<file path="src/rtl/param_register_file.sv">
// General-purpose register bank: byte-enabled synchronous write, two registered
// read ports with optional same-cycle write forwarding and optional hardwired-zero r0.
module param_register_file #(
  parameter int DATA_WIDTH = 32,
  parameter int ADDR_WIDTH = 3,
  parameter int BYPASS     = 1,
  parameter int ZERO_REG0  = 0
) (
  input  logic                    clk,
  input  logic                    reset,
  input  logic                    clr,
  input  logic                    we,
  input  logic [ADDR_WIDTH-1:0]   wAddr,
  input  logic [DATA_WIDTH-1:0]   wData,
  input  logic [DATA_WIDTH/8-1:0] wBe,
  input  logic [ADDR_WIDTH-1:0]   rAddr0,
  input  logic [ADDR_WIDTH-1:0]   rAddr1,
  output logic [DATA_WIDTH-1:0]   rData0,
  output logic [DATA_WIDTH-1:0]   rData1
);

  localparam int DEPTH  = 1 << ADDR_WIDTH;
  localparam int NBYTES = DATA_WIDTH / 8;

  logic [DATA_WIDTH-1:0] mem [DEPTH];
  logic                  wr_en_p0;
  logic [DATA_WIDTH-1:0] wr_val_p0;
  logic [DATA_WIDTH-1:0] rd0_p0;
  logic [DATA_WIDTH-1:0] rd1_p0;

  function automatic logic [DATA_WIDTH-1:0] merge_bytes(
    input logic [DATA_WIDTH-1:0] old_val,
    input logic [DATA_WIDTH-1:0] new_val,
    input logic [NBYTES-1:0]     be
  );
    logic [DATA_WIDTH-1:0] res;
    res = old_val;
    for (int i = 0; i < NBYTES; i++) begin
      if (be[i]) res[8*i +: 8] = new_val[8*i +: 8];
    end
    return res;
  endfunction

  // Stage p0: write merge and read selection, all combinational from the inputs
  always_comb begin
    wr_en_p0  = we && !((ZERO_REG0 != 0) && (wAddr == '0));
    wr_val_p0 = merge_bytes(mem[wAddr], wData, wBe);

    rd0_p0 = mem[rAddr0];
    if ((BYPASS != 0) && wr_en_p0 && (wAddr == rAddr0)) rd0_p0 = wr_val_p0;
    if ((ZERO_REG0 != 0) && (rAddr0 == '0)) rd0_p0 = '0;

    rd1_p0 = mem[rAddr1];
    if ((BYPASS != 0) && wr_en_p0 && (wAddr == rAddr1)) rd1_p0 = wr_val_p0;
    if ((ZERO_REG0 != 0) && (rAddr1 == '0)) rd1_p0 = '0;
  end

  // Stage p1: register bank update and registered read outputs
  always_ff @(posedge clk) begin
    if (reset || clr) begin
      for (int i = 0; i < DEPTH; i++) mem[i] <= '0;
      rData0 <= '0;
      rData1 <= '0;
    end else begin
      if (wr_en_p0) mem[wAddr] <= wr_val_p0;
      rData0 <= rd0_p0;
      rData1 <= rd1_p0;
    end
  end

endmodule

</file>
<file path="config.mk">
export PLATFORM = sky130hd
export DESIGN_NAME = param_register_file
export DESIGN_NICKNAME = d
export VERILOG_FILES = /design/src/rtl/param_register_file.sv
export SDC_FILE = /design/constraint.sdc
export NUM_CORES = 1
export LEC_CHECK = 0
export CORE_MARGIN = 2
export CORE_UTILIZATION = 54
export CTS_CLUSTER_SIZE = 8
export DETAILED_ROUTE_END_ITERATION = 10
export PLACE_DENSITY = 0.77
export SYNTH_ARGS = -nofsm -noshare
export SYNTH_HDL_FRONTEND = slang
export SYNTH_SLANG_ARGS = --single-unit
export TNS_END_PERCENT = 20
</file>
<file path="constraint.sdc">
create_clock -name clk -period 2.5 [get_ports clk]
set_input_delay 0.375 -clock clk [delete_from_list [all_inputs] [get_ports clk]]
set_output_delay 0.375 -clock clk [all_outputs]
set_load 0.005 [all_outputs]
</file>
==> impl_metrics.csv <==
group,metric,value,unit
drt,dr.first_iter.drc_count,1575,
clock_network,cts-buffers-inserted,45,
final_layout,synthToLayoutAreaGrowth,19.3,%
clock_network,cts_root_buffer,"sky130_fd_sc_hd__clkbuf_16",
critical_path,endpoint_kind,"flip-flop",
floorplanning,design.portCount,113,
grt,gr-usage-all-layers,31.6,%
grt,grt_pass1_wl,77300,um
grt,top_usage_layer,"met2",
logic_synthesis,ys_async_sr_fraction,0,%
timing,setup_viol,0,
drt,routed_via_count,12410,
timing,worst-slew-pin-transition,0.654,ns
timing,drv_slew,0,
drt,viasPerCell,6.88,
drt,drt.antenna.violating_nets,0,
final_layout,area.sequential,8970,sq um
drt,detailedRoute.firstPassIterationCount,5,
clock_network,post_cts_resized,0,
clock_network,holdBufCountCts,0,
final_layout,drive_gt1_share,22.9,%
power_and_ir_drop,powerDensity,657,nW/um^2
grt,gr_util_met1,38.6,%
critical_path,sort_of_element_at_the_start_of_the_critical_path,"primary input",
logic_synthesis,synthesis.nets,1283,
drt,drc,0,
floorplanning,fp.coreArea,31600,sq um
logic_synthesis,yosys_warnings,0,
logic_synthesis,ys_flop_type,"sky130_fd_sc_hd__edfxtp_1",
min_path,hp-class,"in -> reg",
logic_synthesis,post_synthesis_sequential_area_ratio,51.8,%
critical_path,crit_arrival,2.18,ns
placement,post-dp-hpwl,30600,um
drt,wirelength,52400,um
timing,finalClockSkew,0.0174,ns
final_layout,post_layout_util,65.4,%
logic_synthesis,synth_cell_types,29,
critical_path,cp_cell_sequence,"clkdlybuf4s50_1, nand2b_1, buf_12, o22ai_1, o31ai_4, nor2_1",
timing,finalHoldWorstSlack,0.370,ns
job,cap_violations,0,
logic_synthesis,synth_edf_count,256,
critical_path,cpLargestDelayFamily,"buffers and inverters",
power_and_ir_drop,max_vdd_drop,0.000482,V
timing,timing_hold_violations_final,0,
grt,met2_usage,52.8,%
clock_network,sink_count_of_the_clock_tree,320,
final_layout,multi_input_gate_area_in_the_final_layout,7820,sq um
critical_path,timing.critical_path.buf_inv,2,
floorplanning,die-width,183,um
logic_synthesis,synth.cell_area,17300,sq um
logic_synthesis,synthDominantCellAreaShare,44.4,%
critical_path,timing.critical_path.slowest_cell_delay,0.60,ns
outcome,result_of_the_run,"complete, no violations",
clock_network,cts-root-to-sink-buffers,3,
final_layout,n_fill_cell,2249,
logic_synthesis,syn_avg_cell_area,14.0,sq um
drt,routedWlPerCell,29.0,um
power_and_ir_drop,power.static_leakage,7.65,nW
timing,post-route-min-period,1.94,ns
timing,finalCritPeriodShare,77.4,%
timing,timing.fmax,516,MHz
clock_network,tritoncts_clock_tree,"yes",
clock_network,cts_htree_levels,2,
logic_synthesis,yosysMostFrequentCell,"sky130_fd_sc_hd__nor2_1",
floorplanning,die-area,33500,sq um
grt,first_global_vias,12809,
clock_network,clk_latency,0.54,ns
final_layout,n_antenna_cell,0,
timing,rsz0062_at_grt,"false",
logic_synthesis,synth_top_area_cell,"sky130_fd_sc_hd__edfxtp_1",
critical_path,timing_worst_setup_path_type,"in -> reg",
floorplanning,die_height,183,um
timing,fin_setup_tns,0,ns
clock_network,clk_transition_reported_paths,0.05,ns
critical_path,critical_path_required,2.74,ns
clock_network,postCtsSetupBuffers,0,
placement,buffer_ports.inserted,112,
timing,max-slew-margin-rel,56.4,%
grt,grt_antenna_before_repair,0,
placement,place.gp.congestion,0.856,
logic_synthesis,synth-seq-cells,320,
logic_synthesis,synth_area_leaders,"sky130_fd_sc_hd__edfxtp_1 44%, sky130_fd_sc_hd__mux4_2 17%, sky130_fd_sc_hd__mux2i_1 11%",
critical_path,worst_path_max_delay_cell,"sky130_fd_sc_hd__clkdlybuf4s50_1",
logic_synthesis,synthesis.instances,1234,
logic_synthesis,yosys-top-cells-count,"261 x sky130_fd_sc_hd__nor2_1, 256 x sky130_fd_sc_hd__edfxtp_1, 191 x sky130_fd_sc_hd__mux2i_1, 128 x sky130_fd_sc_hd__mux4_2, 106 x sky130_fd_sc_hd__o22ai_1",
floorplanning,floorplan.initialDensity,54.8,%
floorplanning,placement_rows,65,
grt,grt_start_max_net_pins,64,
grt,grt_overflow_total,0,
final_layout,finalNetCount,1417,
critical_path,cp_max_fo,16,
grt,global_route_met3_usage,5.84,%
worst paths after layout:
path	from	end	slack (ns)	depth (start not counted)
hold reg to reg	mem[0][8]	rData1[8]	0.79	3
setup reg to reg	mem[4][31]	mem[6][31]	0.80	5
hold / removal	rAddr1[1]	rData1[19]	0.37	3
setup / recovery	wAddr[1]	mem[4][8]	0.56	6
power breakdown:
group	switching [W]	leakage, nW	internal (W)	total (W)
logic	0.000982	3.67	0.000849	0.00183
clock network	0.00220	0.605	0.00337	0.00557
registers	0.000165	3.38	0.00600	0.00616
per-stage QoR:
stage,cells,cell area [sq um],worst slack [ns],power [W]
after global routing,1805,20600,0.485,0.0139
after detailed placement,1723,19400,0.0631,0.00806
after global placement,1723,19400,0.0945,0.00801
final,1805,20600,0.564,0.0136
after CTS,1805,20600,0.594,0.0136
after floorplan,1234,17300,0.00240,0.00737
tightest hold or removal path, cell delays in order:
cell,delay (ns)
sky130_fd_sc_hd__buf_2,0.21
sky130_fd_sc_hd__mux2i_1,0.16
sky130_fd_sc_hd__o22ai_1,0.10
layout make-up:
class                   instances  share of cell area [%]
repair buffers                194                    10.1
flip-flops and latches        320                    43.4
well taps                     402                    2.44
clock inverters                 2                  0.0848
clock buffers                  80                    6.09
multi-input cells             807                    37.9
flip-flops by register name, indices dropped and copies added, names as in the netlist:
signal and flops:
rData0 32, rData1 32, mem 256
placed cells by master, fill, tap and decap left out:
| master | synthesis | routed |
|---|---|---|
| sky130_fd_sc_hd__buf_4 | 5 | 56 |
| sky130_fd_sc_hd__nor2_1 | 261 | 261 |
| sky130_fd_sc_hd__mux4_2 | 128 | 128 |
| sky130_fd_sc_hd__buf_12 | 0 | 30 |
| sky130_fd_sc_hd__mux2i_1 | 191 | 191 |
| sky130_fd_sc_hd__nand2_1 | 15 | 15 |
| sky130_fd_sc_hd__o2bb2ai_1 | 1 | 1 |
| sky130_fd_sc_hd__clkdlybuf4s50_1 | 0 | 104 |
| sky130_fd_sc_hd__o22ai_1 | 106 | 106 |
| sky130_fd_sc_hd__inv_6 | 0 | 2 |
| sky130_fd_sc_hd__xor2_1 | 4 | 4 |
| sky130_fd_sc_hd__nand3_1 | 2 | 2 |
| sky130_fd_sc_hd__or2_2 | 0 | 1 |
| sky130_fd_sc_hd__nand2b_2 | 0 | 1 |
| sky130_fd_sc_hd__o22ai_2 | 20 | 20 |
| sky130_fd_sc_hd__o41ai_4 | 1 | 1 |
| sky130_fd_sc_hd__buf_2 | 45 | 4 |
| sky130_fd_sc_hd__nand2b_1 | 34 | 33 |
| sky130_fd_sc_hd__dfxtp_1 | 64 | 64 |
| sky130_fd_sc_hd__nor3_1 | 1 | 1 |
| sky130_fd_sc_hd__nand4_1 | 2 | 2 |
| sky130_fd_sc_hd__nor2b_1 | 2 | 2 |
| sky130_fd_sc_hd__o31ai_4 | 31 | 31 |
| sky130_fd_sc_hd__xnor2_1 | 2 | 2 |
| sky130_fd_sc_hd__and3_1 | 1 | 1 |
| sky130_fd_sc_hd__mux2_4 | 1 | 1 |
| sky130_fd_sc_hd__a311o_1 | 2 | 2 |
| sky130_fd_sc_hd__nor4b_4 | 1 | 1 |
| sky130_fd_sc_hd__clkbuf_1 | 46 | 35 |
| sky130_fd_sc_hd__clkbuf_16 | 0 | 45 |
| sky130_fd_sc_hd__edfxtp_1 | 256 | 256 |
routing by layer:
| metal | part of all wire [%] | wire length [um] |
|---|---|---|
| met5 | 0 | 0 |
| met4 | 5.9 | 3070 |
| met3 | 11 | 5970 |
| met2 | 49 | 25800 |
| met1 | 33 | 17500 |
cells by family after synthesis:
group / after synthesis / synth area share [%]
and+or+nand+nor: 320 / 7.66
DFF: 320 / 51.8
xor gates and xnor gates: 6 / 0.304
buffers and inverters: 107 / 3.02
AOI/OAI and AO/OA: 161 / 9.41
muxes: 320 / 27.8
No activity file was read; power rests on OpenSTA's default activity.
